$ cat src/rtl/display_pkg.sv
// Shared display constants: active-low 7-segment glyphs (bit order g..a)
// and the BCD-to-segment decode used by the HEX display path.
package display_pkg;

  localparam int BCD_MAX_DIGIT = 9;

  localparam logic [6:0] SEG_0     = 7'b100_0000;
  localparam logic [6:0] SEG_1     = 7'b111_1001;
  localparam logic [6:0] SEG_2     = 7'b010_0100;
  localparam logic [6:0] SEG_3     = 7'b011_0000;
  localparam logic [6:0] SEG_4     = 7'b001_1001;
  localparam logic [6:0] SEG_5     = 7'b001_0010;
  localparam logic [6:0] SEG_6     = 7'b000_0010;
  localparam logic [6:0] SEG_7     = 7'b111_1000;
  localparam logic [6:0] SEG_8     = 7'b000_0000;
  localparam logic [6:0] SEG_9     = 7'b001_0000;
  localparam logic [6:0] SEG_BLANK = 7'b111_1111;

  // Non-decimal codes never reach here from the counter; show blank anyway.
  function automatic logic [6:0] bcd_to_seg(input logic [3:0] d);
    case (d)
      4'd0:    return SEG_0;
      4'd1:    return SEG_1;
      4'd2:    return SEG_2;
      4'd3:    return SEG_3;
      4'd4:    return SEG_4;
      4'd5:    return SEG_5;
      4'd6:    return SEG_6;
      4'd7:    return SEG_7;
      4'd8:    return SEG_8;
      4'd9:    return SEG_9;
      default: return SEG_BLANK;
    endcase
  endfunction

endpackage

$ cat src/rtl/bcd_digit.sv
// One decade cell. cin means "every lower digit is at its rollover edge",
// so the cell moves on step only when cin is set; cout extends that chain.
module bcd_digit
  import display_pkg::*;
(
  input  logic       clk,
  input  logic       rst,
  input  logic       load,
  input  logic [3:0] load_d,
  input  logic       step,
  input  logic       up,
  input  logic       cin,
  output logic [3:0] q,
  output logic       cout
);

  logic [3:0] r_q;
  logic       w_edge;

  assign w_edge = up ? (r_q == 4'(BCD_MAX_DIGIT)) : (r_q == 4'd0);
  assign cout   = cin && w_edge;
  assign q      = r_q;

  // Digit register: reset, load, or roll by one in the current direction.
  always_ff @(posedge clk) begin
    if (rst)
      r_q <= 4'd0;
    else if (load)
      r_q <= load_d;
    else if (step && cin) begin
      if (up)
        r_q <= w_edge ? 4'd0 : r_q + 4'd1;
      else
        r_q <= w_edge ? 4'(BCD_MAX_DIGIT) : r_q - 4'd1;
    end
  end

endmodule

$ cat src/rtl/bcd_event_counter.sv
// Multi-digit BCD event counter with prescaler, up/down, load with digit
// clamp, wrap/saturate, and active-low 7-segment outputs with LZ blanking.
module bcd_event_counter
  import display_pkg::*;
#(
  parameter int DIGITS   = 5,
  parameter int PRESCALE = 50_000_000,
  parameter int SATURATE = 0,
  parameter int BLANK_LZ = 1
) (
  input  logic                  clk,
  input  logic                  rst,
  input  logic                  en,
  input  logic                  up,
  input  logic                  load,
  input  logic [4*DIGITS-1:0]   load_val,
  output logic [4*DIGITS-1:0]   count_bcd,
  output logic [7*DIGITS-1:0]   seg,
  output logic                  wrap,
  output logic                  at_limit
);

  localparam int PW = (PRESCALE > 1) ? $clog2(PRESCALE) : 1;

  logic [PW-1:0]       r_pre;
  logic                r_wrap;
  logic                w_tick;
  logic                w_step;
  logic [DIGITS:0]     w_carry;
  logic [4*DIGITS-1:0] w_load_d;
  logic                w_hi_zero;

  // With PRESCALE=1 the compare value is 0 and r_pre never leaves 0, so tick = en.
  assign w_tick = en && (r_pre == PW'(PRESCALE - 1));

  // The carry chain seeded with 1 reports "every digit at its edge", which
  // is exactly the limit in the current direction.
  assign w_carry[0] = 1'b1;
  assign at_limit   = w_carry[DIGITS];

  // Saturation: suppress the digit update at the limit; wrap still pulses.
  assign w_step = w_tick && !((SATURATE != 0) && at_limit);
  assign wrap   = r_wrap;

  // Prescaler: free-runs while enabled, pauses on !en, cleared by rst/load.
  always_ff @(posedge clk) begin
    if (rst || load)
      r_pre <= '0;
    else if (en)
      r_pre <= w_tick ? '0 : r_pre + 1'b1;
  end

  // Wrap flag: one cycle after any tick that found the count at its limit.
  always_ff @(posedge clk) begin
    if (rst || load)
      r_wrap <= 1'b0;
    else
      r_wrap <= w_tick && at_limit;
  end

  // Load clamp: any non-decimal nibble is forced to 9.
  always_comb begin
    w_load_d = '0;
    for (int i = 0; i < DIGITS; i++)
      w_load_d[4*i +: 4] = (load_val[4*i +: 4] > 4'(BCD_MAX_DIGIT))
                           ? 4'(BCD_MAX_DIGIT) : load_val[4*i +: 4];
  end

  for (genvar g = 0; g < DIGITS; g++) begin : g_dig
    bcd_digit u_dig (
      .clk    (clk),
      .rst    (rst),
      .load   (load),
      .load_d (w_load_d[4*g +: 4]),
      .step   (w_step),
      .up     (up),
      .cin    (w_carry[g]),
      .q      (count_bcd[4*g +: 4]),
      .cout   (w_carry[g+1])
    );
  end

  // Segment decode, scanning from the top digit so w_hi_zero tracks
  // "this digit and all above are zero"; digit 0 is never blanked.
  always_comb begin
    w_hi_zero = 1'b1;
    seg       = '1;
    for (int i = DIGITS - 1; i >= 0; i--) begin
      w_hi_zero = w_hi_zero && (count_bcd[4*i +: 4] == 4'd0);
      if ((BLANK_LZ != 0) && (i > 0) && w_hi_zero)
        seg[7*i +: 7] = SEG_BLANK;
      else
        seg[7*i +: 7] = bcd_to_seg(count_bcd[4*i +: 4]);
    end
  end

endmodule

$ cat config.mk
export PLATFORM = sky130hd
export DESIGN_NAME = bcd_event_counter
export DESIGN_NICKNAME = d
export VERILOG_FILES = /design/src/rtl/display_pkg.sv /design/src/rtl/bcd_digit.sv /design/src/rtl/bcd_event_counter.sv
export SDC_FILE = /design/constraint.sdc
export NUM_CORES = 1
export LEC_CHECK = 0
export ABC_AREA = 1
export BUFFER_PORTS_ARGS = -buffer_cell sky130_fd_sc_hd__buf_2
export CAP_MARGIN = 20
export CORE_ASPECT_RATIO = 1.75
export CORE_UTILIZATION = 40
export DETAILED_ROUTE_END_ITERATION = 10
export MAX_ROUTING_LAYER = met4
export PLACE_DENSITY = 0.71
export SYNTH_ARGS = -nofsm -noshare
export SYNTH_HDL_FRONTEND = slang
export SYNTH_HIERARCHICAL = 1
export SYNTH_SLANG_ARGS = --single-unit
$ cat constraint.sdc
create_clock -name clk -period 2.4 [get_ports clk]
set_clock_uncertainty 0.2 [all_clocks]
set_input_delay 0.12 -clock clk [delete_from_list [all_inputs] [get_ports clk]]
set_output_delay 0.12 -clock clk [all_outputs]
set_load 0.005 [all_outputs]
==> results.toml, run 1 <==
[clock_network]
cts_tree = "done"
ctsHtreeMaxLevel = 2
clkTransAtPathRegs_ns = 0.06
clock_sinks = 47
insertion_delay_ns = 0.30
clockRootBuffer = "clkbuf_16"
clockBufferDepth = 2
cts_buffers = 5

[floorplan]
num_rows = 51
die_h_um = 144
dieArea_mm2 = 0.0119
pin_count = 82
die_w_um = 83.0
core_area_mm2 = 0.0112
start_util_pct = 41.1

[final_layout]
utilization_pct = 51.1
fin_nets = 930
nFillCells = 1194
drive_gt1_share_pct = 26.0
area_growth_pct = 24.3
design_area_mm2 = 0.00570
fin_cells = 997
antennaDiodeCount = 0

[global_route]
antenna_found_initial = 0
grt_overflow_total = 0
grt_max_degree = 26
first_global_vias = 4762
grt_first_pass_wirelength_um = 20000
track_usage_pct = 20.8

[power_and_ir_drop]
vdd_drop_max_mv = 0.276
p_leak_nw = 2.79
p_per_area_mw_per_mm2 = 443
total_power_mw = 2.53

[hold_path]
hp-class = "in2reg"
min_to = "g_dig[2].u_dig/q[2]"
min_path_cells = 6
worstHoldStart = "load_val[11]"

[place]
gp_congestion = 0.910
pre_cts_ws_ns = 0.0401
portBuffers = 81
dpl_cell_area_mm2 = 0.00538
hpwl_um = 9490
dp_cells = 981

[worst_setup_path]
worstReg2RegEnd = "g_dig[3].u_dig/q[0]"
reg2reg_depth = 18
crit_path_cell_trace = "inv_4, ha_4, nand2_4, nor2_4, nor2_2, nor2_1, inv_1, nor2_2, inv_2, nor2_4, inv_2, nor2_4, inv_2, nor2_2, buf_2"
endpoint_kind = "primary output"
r2r_slack_ns = 0.14
worstSetupPathType = "reg2out"
slowest_stage = "dfxtp_4"
worst-path-max-fanout = 5
slowest_delay_ns = 0.37
rr_startpoint = "g_dig[0].u_dig/q[0]"
cp-start-kind = "register"
timing.critical_path.required_ns = 2.08
cp.arrival_ns = 2.01

[timing]
layout_setup_ws_ns = 0.0663
rsz0062_at_grt = "yes"
drv_slew = 0
slew_headroom_pct = 65.3
final-hold-violation-count = 0
setup_viol = 0
post-route-period-util_pct = 97.2
fin_hold_ws_ns = 0.0187
setup_tns_ns = 0
tightest_slew_ns = 0.519
fmax_ghz = 0.429
fin_crit_ns = 2.33

[synth]
synth.avg_cell_area_um2 = 6.19
syn_inst = 741
syn_area_mm2 = 0.00459
async_reset_ff_share_pct = 0
yosysUniqueCellTypes = 34
seq_area_frac_synth_pct = 20.5
synth_ff_type = "dfxtp_1"
synth_edf_count = 0
synth_top_cells_by_count = "nand2_1 (178), inv_1 (111), nor2_1 (83)"
netlist_top_cells_area = "dfxtp_1 (21%), nand2_1 (15%), ha_1 (11%), inv_1 (9.1%), nor2_1 (6.8%)"
synth.top_cell.area_share_pct = 20.5
yosys.cell_count.top_type = "nand2_1"
ys_ff_latch = 47
synth_largest_area_cell = "dfxtp_1"
synth_warnings = 6

[detailed_routing]
detail_route.wl_per_cell_um = 11.9
ant_nets = 0
via_per_inst = 4.99
wl_um = 11900
vias = 4978
initialDrtViolationCount = 229
drc_errors = 0
dr.pass1.iters = 4

[outcome]
status = "finished, final reports clean"

[job]
maxCapViolCount = 0
registers in the layout (all words and copies together) (netlist names):
name and count:
wrap 1, r_pre 26, g_dig.u_dig/q 20
worst max-delay path: cells and delay by family, from the launching register on:
family,cells,cell delay [ns]
flip-flops,1,0.37
adder cells (fa/ha/maj),1,0.13
buffers and inverters,6,0.42
AND/OR/NAND/NOR,8,0.80
power by group:
group | total [mW] | switching, mW | internal (mW)
logic | 0.878 | 0.497 | 0.381
registers | 0.837 | 0.0296 | 0.807
clock network | 0.811 | 0.319 | 0.492
total | 2.53 | 0.846 | 1.68
layout by cell type (no fill, tap or decap), types with 9 or more instances in the layout:
cell type  Yosys  final
nand3_1       59     59
nor2_2        23     23
nand2_2       15     17
o211ai_1       9      9
inv_2         10     15
a21oi_2       10      9
nor2_4         7     11
nor2_1        83     79
buf_4          0     36
o21ai_0       44     44
buf_2          0     81
xor2_1         9      9
nand2_1      178    175
dfxtp_1       47     45
a21oi_1       22     22
inv_1        111    104
ha_1          41     39
nand4_1       21     21
metal layers:
layer	track usage [%]	share of wire [%]	wire, um
met5	-	0	0
met2	42.1	56	6680
met3	2.18	3.4	409
met4	10.6	3.3	393
met1	18.9	37	4430
worst max-delay path by stage:
stage	slack [ns]	startpoint	endpoint
detailed placement	0.04	g_dig[0].u_dig/q[0]	g_dig[4].u_dig/q[0]
finish	0.07	g_dig[0].u_dig/q[0]	at_limit
floorplan	0.06	g_dig[0].u_dig/q[1]	g_dig[4].u_dig/q[0]
global route	-0.06	g_dig[0].u_dig/q[0]	at_limit
global placement	0.07	g_dig[0].u_dig/q[0]	g_dig[4].u_dig/q[0]
CTS	0.002	g_dig[0].u_dig/q[0]	at_limit
logic make-up (layout without fill, tap and decap cells):
kind of cell | after synthesis | count (layout) | share of synthesized area, %
buffers and inverters | 127 | 250 | 10.7
DFF | 47 | 47 | 20.5
xor gates and xnor gates | 15 | 15 | 2.86
adders and majority gates | 41 | 41 | 11.2
other | 1 | 2 | 0.0817
and+or+nand+nor | 410 | 410 | 41.8
AOI/OAI and AO/OA | 100 | 100 | 12.8
final cells by class:
| class | instances | area [um^2] | share of cell area [%] |
|---|---|---|---|
| Clock buffer | 5 | 125 | 2.19 |
| Clock inverter | 3 | 43.8 | 0.768 |
| Inverter | 121 | 459 | 8.05 |
| Multi-Input combinational cell | 568 | 3240 | 56.8 |
| Sequential cell | 47 | 946 | 16.6 |
| Tap cell | 132 | 165 | 2.90 |
| Timing Repair Buffer | 121 | 726 | 12.7 |
repair_timing:
item,4_1_cts,5_1_grt
gates cloned,0,0
hold endpoints to repair,2,0
gates resized for setup,3,26
endpoints found under the setup margin,1,20
setup buffers,1,4
hold buffers,3,0
pin swaps,4,12
No activity file was read; power rests on OpenSTA's default activity.
==> run 2: changes to the inputs <==
- CORE_UTILIZATION: 40 -> 52
- CTS_BUF_LIST: default -> sky130_fd_sc_hd__clkbuf_4 sky130_fd_sc_hd__clkbuf_8
- PLACE_DENSITY: 0.71 -> 0.86
- REMOVE_ABC_BUFFERS: default -> 1
==> results.toml, run 2 (synthesis results as in run 1) <==
[outcome]
status = "finished, violations left"
failed_checks = "setup timing"

[global_route]
grt_overflow_total = 0
met2_usage_pct = 50.6
grt_max_degree = 26
grt-busiest-layer = "met2"
grt_first_pass_wirelength_um = 18700
met3_usage_pct = 2.80
track_usage_pct = 25.7
first_global_vias = 4654
antenna_found_initial = 0
use_met1_pct = 22.5

[place]
pre_cts_ws_ns = -0.0299
hpwl_um = 8880
gp_congestion = 0.979
portBuffers = 81

[clock_network]
ctsHtreeMaxLevel = 2
cts_tree = "done"
clkTransAtPathRegs_ns = 0.10
clockRootBuffer = "clkbuf_8"
clock_sinks = 47
insertion_delay_ns = 0.31
clockBufferDepth = 2
cts_buffers = 5

[worst_setup_path]
slowest_delay_ns = 0.38
rr_startpoint = "g_dig[0].u_dig/q[0]"
reg2reg_depth = 19
cp.arrival_ns = 2.13
crit_path_cell_trace = "inv_4, ha_4, nand2_4, nor2_4, nor2_2, nor2_2, inv_1, nor2_2, inv_1, nor2_2, inv_1, nor2_2, inv_1, nor2_2, buf_2"
cp-start-kind = "register"
timing.critical_path.required_ns = 2.08
worstReg2RegEnd = "g_dig[4].u_dig/q[3]"
worst-path-max-fanout = 4
r2r_slack_ns = 0.07
path_common_cell = "nor2_2"
endpoint_kind = "primary output"
worstSetupPathType = "reg2out"
slowest_stage = "dfxtp_4"

[detailed_routing]
via_per_inst = 5.14
vias = 5041
ant_nets = 0
initialDrtViolationCount = 264
wl_um = 11600
dr.pass1.iters = 5
detail_route.wl_per_cell_um = 11.9
drc_errors = 0

[timing]
rsz0062_at_grt = "yes"
setup_viol = 1
slew_headroom_pct = 64.8
post-route-period-util_pct = 102
fin_crit_ns = 2.45
layout_setup_ws_ns = -0.0465
final-hold-violation-count = 0
tightest_slew_ns = 0.526
fmax_ghz = 0.409
drv_slew = 0

[power_and_ir_drop]
switching_share_pct = 35.2
p_switching_mw = 0.824
combinationalPowerShare_pct = 37.0
p_seq_share_pct = 35.9
p_leak_nw = 2.75
total_power_mw = 2.35
p_int_mw = 1.52
vdd_drop_max_mv = 0.410
clockPowerShare_pct = 27.1
p_per_area_mw_per_mm2 = 417

[hold_path]
hp-class = "in2reg"
min_path_cells = 6
worstHoldStart = "load_val[19]"
min_to = "g_dig[4].u_dig/q[2]"

[final_layout]
mostFrequentLayoutCells = "nand2_1 (175), inv_1 (107), buf_2 (81)"
area_growth_pct = 22.6
drive_gt1_share_pct = 25.7
utilization_pct = 65.3
fin_nets = 928
nFillCells = 814
largest_register_ffs = 26
antennaDiodeCount = 0
layout.cells.most_common = "nand2_1"
max_flop_register = "r_pre"

[floorplan]
die_h_um = 126
core_area_mm2 = 0.00861
pin_count = 82
die_w_um = 73.0
dieArea_mm2 = 0.00922
start_util_pct = 53.3
num_rows = 45

[job]
maxCapViolCount = 0
## run 2: power by group through the flow
stage	sequential (mW)	combinational [mW]	clock [mW]
finish	0.842	0.868	0.636
global route	0.846	0.976	0.670
CTS	0.839	0.837	0.650
detailed placement	0.857	0.820	0
global placement	0.856	0.807	0
floorplan	0.887	0.465	0
## run 2: worst max-delay path by stage
stage | from | endpoint | cells past startpoint
floorplan | g_dig[0].u_dig/q[0] | g_dig[4].u_dig/q[0] | 17
global placement | g_dig[0].u_dig/q[0] | g_dig[4].u_dig/q[0] | 18
detailed placement | g_dig[0].u_dig/q[0] | g_dig[4].u_dig/q[0] | 18
CTS | g_dig[0].u_dig/q[1] | at_limit | 15
global route | g_dig[0].u_dig/q[0] | at_limit | 15
finish | g_dig[0].u_dig/q[0] | at_limit | 15
## run 2: cell type report
cell class / instances / area, um^2 / area share, %
repair buffers: 119 / 706 / 12.6
clock inverters: 2 / 38.8 / 0.690
multi-input cells: 568 / 3240 / 57.7
well taps: 117 / 146 / 2.60
flip-flops and latches: 47 / 947 / 16.8
clock buffers: 6 / 82.6 / 1.47
inverters: 121 / 459 / 8.17
## run 2: metrics by stage
step                      TNS (ns)  area [um^2]  std cells  hold WS [ns]
after global routing        -0.871         5620        980        0.0417
final                      -0.0465         5620        980        0.0311
after detailed placement   -0.0324         5320        963         0.271
after global placement           0         5320        963         0.258
after floorplan            -0.0332         4550        736       -0.0176
after CTS                        0         5530        978       0.00812
## run 2: timing repair
| item | in CTS | in global routing |
|---|---|---|
| cloned | 0 | 0 |
| buffers inserted | 1 | 2 |
| hold endpoints to repair | 5 | 0 |
| resized for setup | 7 | 25 |
| setup endpoints to repair | 7 | 15 |
| pin swaps | 5 | 12 |
| hold buffers | 6 | 0 |
## run 2: routing by layer
layer,up-vias,part of all wire (%)
met1,2306,38
met2,107,56
met3,33,2.5
met5,-,0
met4,0,3.5
li1,2595,-
## run 2: critical path: cells and delay by family (launching register included)
| family | cells | cell delay, ns |
|---|---|---|
| and+or+nand+nor | 8 | 0.84 |
| adders and majority gates | 1 | 0.13 |
| DFF | 1 | 0.38 |
| buffers and inverters | 6 | 0.47 |
